[src/rtl/uart_pkg.sv]
// Shared UART definitions.
// Used by both the transmitter and the receiver.
package uart_pkg;

  typedef enum logic [1:0] {
    IDLE,
    START,
    DATA,
    STOP
  } tx_state_t;

  localparam int OVERSAMPLE = 16;

endpackage

[src/rtl/uart_tx_fifo.sv]
// Small synchronous FIFO feeding the UART transmitter.
// Pushes while full and pops while empty are ignored.
module uart_tx_fifo #(
  parameter int WIDTH = 8,
  parameter int DEPTH = 4
) (
  input  logic             clk,
  input  logic             reset_n,
  input  logic             push,
  input  logic             pop,
  input  logic [WIDTH-1:0] din,
  output logic [WIDTH-1:0] dout,
  output logic             full,
  output logic             empty
);

  localparam int AW = $clog2(DEPTH);

  logic [WIDTH-1:0] mem [DEPTH];
  logic [AW-1:0]    wr_ptr;
  logic [AW-1:0]    rd_ptr;
  logic [AW:0]      count;
  logic             do_push;
  logic             do_pop;

  assign full    = count == (AW+1)'(DEPTH);
  assign empty   = count == '0;
  assign do_push = push && !full;
  assign do_pop  = pop && !empty;
  assign dout    = mem[rd_ptr];

  always_ff @(posedge clk) begin
    if (do_push)
      mem[wr_ptr] <= din;
  end

  always_ff @(posedge clk) begin
    if (!reset_n) begin
      wr_ptr <= '0;
      rd_ptr <= '0;
      count  <= '0;
    end else begin
      if (do_push)
        wr_ptr <= wr_ptr + 1'b1;
      if (do_pop)
        rd_ptr <= rd_ptr + 1'b1;
      case ({do_push, do_pop})
        2'b10:   count <= count + 1'b1;
        2'b01:   count <= count - 1'b1;
        default: count <= count;
      endcase
    end
  end

endmodule

[src/rtl/uart_tx.sv]
// UART transmitter: FIFO-buffered, 16x oversampled, LSB first.
// The serial line is registered from the next-state decode.
module uart_tx
  import uart_pkg::*;
#(
  parameter int DBIT       = 8,
  parameter int SB_TICK    = 16,
  parameter int FIFO_DEPTH = 4
) (
  input  logic       clk,
  input  logic       reset_n,
  input  logic       s_tick,
  input  logic [7:0] tx_data,
  input  logic       tx_valid,
  output logic       tx_ready,
  output logic       tx,
  output logic       tx_busy,
  output logic       tx_done
);

  localparam int SW = ($clog2(SB_TICK) > 4) ? $clog2(SB_TICK) : 4;
  localparam logic [SW-1:0] S_LAST  = SW'(OVERSAMPLE - 1);
  localparam logic [SW-1:0] SB_LAST = SW'(SB_TICK - 1);
  localparam logic [2:0]    N_LAST  = 3'(DBIT - 1);

  tx_state_t   state;
  tx_state_t   state_next;
  logic [SW-1:0] s;
  logic [SW-1:0] s_next;
  logic [2:0]  n;
  logic [2:0]  n_next;
  logic [7:0]  b;
  logic [7:0]  b_next;
  logic        tx_next;
  logic        done_next;
  logic        pop;
  logic        full;
  logic        empty;
  logic [7:0]  head;

  assign tx_ready = reset_n && !full;
  assign tx_busy  = state != IDLE;

  uart_tx_fifo #(
    .WIDTH(8),
    .DEPTH(FIFO_DEPTH)
  ) u_fifo (
    .clk    (clk),
    .reset_n(reset_n),
    .push   (tx_valid && tx_ready),
    .pop    (pop),
    .din    (tx_data),
    .dout   (head),
    .full   (full),
    .empty  (empty)
  );

  always_ff @(posedge clk) begin
    if (!reset_n) begin
      state   <= IDLE;
      s       <= '0;
      n       <= '0;
      b       <= '0;
      tx      <= 1'b1;
      tx_done <= 1'b0;
    end else begin
      state   <= state_next;
      s       <= s_next;
      n       <= n_next;
      b       <= b_next;
      tx      <= tx_next;
      tx_done <= done_next;
    end
  end

  always_comb begin
    state_next = state;
    s_next     = s;
    n_next     = n;
    b_next     = b;
    pop        = 1'b0;
    done_next  = 1'b0;
    unique case (state)
      IDLE: begin
        if (!empty) begin
          pop        = 1'b1;
          b_next     = head;
          s_next     = '0;
          state_next = START;
        end
      end
      START: begin
        if (s_tick) begin
          if (s == S_LAST) begin
            s_next     = '0;
            n_next     = '0;
            state_next = DATA;
          end else begin
            s_next = s + 1'b1;
          end
        end
      end
      DATA: begin
        if (s_tick) begin
          if (s == S_LAST) begin
            s_next = '0;
            b_next = b >> 1;
            if (n == N_LAST)
              state_next = STOP;
            else
              n_next = n + 1'b1;
          end else begin
            s_next = s + 1'b1;
          end
        end
      end
      STOP: begin
        if (s_tick) begin
          if (s == SB_LAST) begin
            done_next  = 1'b1;
            state_next = IDLE;
          end else begin
            s_next = s + 1'b1;
          end
        end
      end
      default: state_next = IDLE;
    endcase
  end

  // Line level follows the state being entered, so tx lands with it.
  always_comb begin
    tx_next = 1'b1;
    unique case (state_next)
      START:   tx_next = 1'b0;
      DATA:    tx_next = b_next[0];
      default: tx_next = 1'b1;
    endcase
  end

endmodule

[config.mk]
export PLATFORM = sky130hd
export DESIGN_NAME = uart_tx
export DESIGN_NICKNAME = d
export VERILOG_FILES = /design/src/rtl/uart_pkg.sv /design/src/rtl/uart_tx_fifo.sv /design/src/rtl/uart_tx.sv
export SDC_FILE = /design/constraint.sdc
export NUM_CORES = 1
export LEC_CHECK = 0
export BUFFER_PORTS_ARGS = -buffer_cell sky130_fd_sc_hd__buf_2
export CAP_MARGIN = 20
export CELL_PAD_IN_SITES_DETAIL_PLACEMENT = 1
export CELL_PAD_IN_SITES_GLOBAL_PLACEMENT = 2
export CORE_MARGIN = 5
export CORE_UTILIZATION = 43
export CTS_BUF_LIST = sky130_fd_sc_hd__clkbuf_2 sky130_fd_sc_hd__clkbuf_4 sky130_fd_sc_hd__clkbuf_8
export DETAILED_ROUTE_END_ITERATION = 7
export GPL_TIMING_DRIVEN = 0
export PLACE_DENSITY_LB_ADDON = 0.12
export SLEW_MARGIN = 20
export SYNTH_ARGS = -nofsm -noshare
export SYNTH_HDL_FRONTEND = slang
export SYNTH_SLANG_ARGS = --single-unit
[constraint.sdc]
create_clock -name clk -period 2.7 [get_ports clk]
set_clock_uncertainty 0.05 [all_clocks]
set_input_delay 0.135 -clock clk [delete_from_list [all_inputs] [get_ports clk]]
set_output_delay 0.135 -clock clk [all_outputs]
set_load 0.005 [all_outputs]
# Word-level counts from Yosys, hierarchy flattened
# Memories as Yosys holds them, arrays and structs flattened. A register that Yosys moved wholly into a read port is not among the register bits.
# Cells that the tools add are included.
# totals
reg_bits	26
ram_bits	32
out_inout_bits	4
n_memories	1
# classes
addsub	6
n_eq_ne	19
mux	34
reduce_logical	17
# memory_table
name	words	width	rd	rd_ports_with_merged_regs	write_ports	line	text
u_fifo.mem	4	8	1	1	1	uart_tx_fifo.sv:19	logic [WIDTH-1:0] mem [DEPTH];
# op_table
op	n
$mux W8	3
$mux W2	10
$mux W4	5
$ne A2 B2 Y1 const B	8
$pmux W8 S2	1
$mux W3	5
$pmux W3 S2	2
$pmux W4 S3	1
$eq A2 B2 Y1 const B	4
$pmux W2 S4	1
$reduce_and A4 Y1	2
$reduce_bool A2 Y1	4
$add A3 B1 Y3 const B	2
$eq A2 B1 Y1 const B	3
$eq A3 B3 Y1 const B	2
$reduce_and A6 Y1	1
$mux W1	5
$add A2 B1 Y2 const B	2
$add A4 B1 Y4 const B	1
$eq A4 B4 Y1 const B	1
$logic_and A1 B1 Y1	4
$logic_not A3 Y1	1
$reduce_and A3 Y1	1
$sub A3 B1 Y3 const B	1
other kinds (5)	6

# Depth between registers and ports, before layout
# logic_depth
ltp_word	7
mapped_depth	12

# By module
# A second synthesis with hierarchy kept.
# hier_totals
cells_unflattened	214
hier_area_um2	2681.3
# by_module_without_submodules
module	n_inst	cells_each	area_per_inst_um2	seq_area_each_um2
uart_tx_fifo	1	96	1644.1	1141.1
uart_tx	1	118	1037.2	380.4

# Worst setup path before layout
# Ideal clock, no wire load.
# synth_path
path_type	reg2reg
from	reg state[0]
to	reg u_fifo.count[2]
setup_ps	70
arrival_ps	2275
t_required_ps	2580
path_slack_ps	305
stages_incl_launch_ff	13
n_path_buf	2
path_cell_list	dfxtp_1 inv_1 ha_1 buf_6 inv_1 nor2_1 buf_2 ha_1 inv_1 fa_1 xor2_1 or3_1 a21oi_1
# synth_via
elab_chain_len	5
elab_cells_between_ends	7
# synth_rtl
item	line	text
start, declared	uart_tx.sv:26	tx_state_t state;
start signal, assigned	uart_tx.sv:67	state <= state_next;
$logic_not A2 Y1 *	uart_tx.sv:83	unique case (state)
$mux W1 *	uart_tx.sv:83	
$logic_and A1 B1 Y1 *	uart_tx_fifo.sv:29	assign do_pop = pop && !empty;
named net u_fifo.do_pop	uart_tx_fifo.sv:24	logic do_pop;
$eq A2 B1 Y1 or $eq A2 B2 Y1 (tied branches)	uart_tx_fifo.sv:47	case ({do_push, do_pop})
$pmux W3 S2 or $reduce_bool A2 Y1 (tied branches)	-	
end signal, assigned	uart_tx_fifo.sv:48	2'b10: count <= count + 1'b1;
end signal, assigned	uart_tx_fifo.sv:49	2'b01: count <= count - 1'b1;
end signal, assigned	uart_tx_fifo.sv:50	default: count <= count;
end, declared	uart_tx_fifo.sv:22	logic [AW:0] count;
# The timed path passes the listed nets; every way through them passes the cells marked *.
# A chain may end at the register's enable or synchronous reset.

# Worst setup path after layout
# layout_path
from	reg state[1]
to	reg u_fifo.count[2]
# The elaborated chain is that of the path after synthesis.

==> impl_metrics.toml <==
[run_status]
outcome = "finished clean"

[floorplanning]
fp-row-count = 28
dieArea_sq_mm = 0.00793
start_util_pct = 44.9
fp.dieW_microns = 89.1
ios = 16
coreArea_sq_mm = 0.00599
die_h_microns = 89.1

[layout]
diodes = 0
drive_above_1_share_pct = 23.8
final_common_cell = "edfxtp_1"
finalNonFillerCells = 331
final_cell_mix = "edfxtp_1, dfxtp_1, nor2_1"
num-fill-cells = 620
layout.nets = 276
fin_util_pct = 53.1
areaGrowthSynthToFinish_pct = 18.3

[clock_network]
cts_buffer_depth = 2
cts_sinks = 60
htreeDepth = 3
insertion_delay_ns = 0.33
numCtsBuffers = 9
clk_pin_slew_ns = 0.08
cts-root-buf = "clkbuf_8"
cts_tree = "yes"

[detailed_routing]
vias = 1786
drtPass1Iterations = 4
post-route-drc-count = 0
final_antenna_net_count = 0
highest_layer = "met4"
met3WireLength_microns = 167
drt-total-wl_mm = 5.59
wl_met1_mm = 2.46
first_iter_violations = 62
wire_per_inst_microns = 16.9
avgViaCountPerCell = 5.40
route.met2.wl_mm = 2.88

[global_route]
first_global_vias = 1971
grt_max_degree = 12
antenna_found_initial = 0
grt_pass1_wl_mm = 9.29
grt_overflow = 0
grt_usage_pct = 15.8

[logic_synthesis]
synth_edf_count = 32
synth_warnings = 0
synth_cell_types = 50
synth_top_area_share_pct = 35.8
synthCells = 215
avgSynthCellArea_sq_um = 12.5
async_reset_ff_share_pct = 0
synth-main-ff-cell = "edfxtp_1"
ys_seq_area_share_pct = 56.6
synthTopCellsByArea = "edfxtp_1, dfxtp_1, mux4_2"
ys_seq_elements = 60
yosys.area.top_type = "edfxtp_1"
syn_nets = 240
netlist_area_sq_mm = 0.00269

[setup_path]
arrival_ns = 2.74
cpPeakStageDelay_ns = 0.38
crit_buf_inv = 5
critPathCaptureType = "flip-flop"
cpMostUsedCell = "inv_1"
cp_top_family = "adder cells"
required_ns = 2.90
cp_num_cells = 12
critical_path_class = "flip-flop to flip-flop"
critPathLaunchType = "flip-flop"
cp_max_fo = 10
worstPathCellList = "inv_1 -> ha_1 -> buf_6 -> inv_1 -> nor2_2 -> buf_6 -> ha_2 -> inv_1 -> fa_1 -> xor2_1 -> or3_1 -> a21oi_1"
slowest_stage = "fa_1"
worstRegToRegCells = 12

[power_and_ir_drop]
p_leak_nw = 1.15
irDropWorstVdd_mv = 0.542
finalPower_mw = 3.14
power-per-cell-area_mw_per_mm2 = 988

[min_path]
hold_path_depth = 2
hp-class = "input port to flip-flop"

[timing]
fin_hold_ws_ns = 0.0557
fin_crit_ns = 2.54
final.setup.tns_ns = 0
worst_pin_slew_ns = 0.516
max_freq_mhz = 394
setup_viol = 0
post-route-period-util_pct = 94.0
slew_viol_final = 0
hold_violations = 0
slew-limit-headroom_pct = 65.6
rsz0062_at_grt = "no"

[placement]
placed_cells_incl_taps = 305
io_buffers = 15
gp_congestion = 0.675
dpl.hpwl_mm = 4.03

[run]
cap_viol_max_count = 0
## cell type report
type	count	area, sq um	share of cell area [%]
Clock buffer	9	124	3.90
Buffer	9	68.8	2.16
Clock inverter	7	91.3	2.87
Multi-Input combinational cell	135	1070	33.6
Timing Repair Buffer	25	170	5.35
Inverter	11	41.3	1.30
Sequential cell	60	1520	47.9
Tap cell	75	93.8	2.95
## synth_stat cells, types with 2 or more instances
cell type  count
edfxtp_1      32
nand2b_1       3
o21ai_0        3
nand4_1        3
xor2_1         3
nand3_1        6
inv_1         10
a22oi_1        7
buf_4          2
ha_1          12
buf_2          2
and2_1         2
and3_1         7
a21oi_1       15
nor3_1         2
nor2_1        22
mux4_2         8
nand2_1        9
dfxtp_1       28
a211oi_1       7
clkbuf_1       3
## sequential cells by signal, summed over array words and instances, names as in the netlist, 2 cells and up, named ones only
| register | cells |
|---|---|
| b | 8 |
| n | 3 |
| s | 4 |
| state | 2 |
| u_fifo.count | 3 |
| u_fifo.mem | 32 |
| u_fifo.rd_ptr | 2 |
| u_fifo.wr_ptr | 2 |
## cells by family after synthesis
family          share of synthesized area (%)
compound gates                           11.5
xor+xnor                                 1.30
fa+ha+maj                                6.33
buf+inv                                  3.86
flops                                    56.6
mux                                      6.70
simple gates                             13.7
## worst paths after layout
path	startpoint	to	slack, ns
hold / removal	reset_n	s[3]	0.06
hold reg to reg	n[2]	n[2]	0.43
setup / recovery	state[1]	u_fifo.count[2]	0.16
setup reg to reg	state[1]	u_fifo.count[2]	0.16
## through the flow
step / instance area [sq um] / setup WS, ns
global placement: 2860 / 0.116
floorplan: 2690 / 0.305
CTS: 3150 / 0.0187
global route: 3180 / 0.00361
finish: 3180 / 0.162
detailed placement: 2860 / -0.0285
## report_power, final
part           internal (mW)  switching, mW  total, mW
registers               1.09         0.0829       1.17
logic                  0.509          0.583       1.09
clock network          0.514          0.362      0.876
total                   2.11           1.03       3.14
## repair_timing
action | in CTS | in global routing
setup endpoints to repair | 1 | 1
resized for setup | 1 | 4
buffers inserted | 0 | 2
endpoints found under the hold margin | 32 | 0
hold buffers | 8 | 0
pin swaps | 0 | 1
## routing by layer
metal	vias up	global-route usage (%)
li1	873	-
met1	878	18.2
met2	26	27.7
met3	9	4.52
met4	0	6.36
met5	-	0
Power figures use the tool's default switching activity.
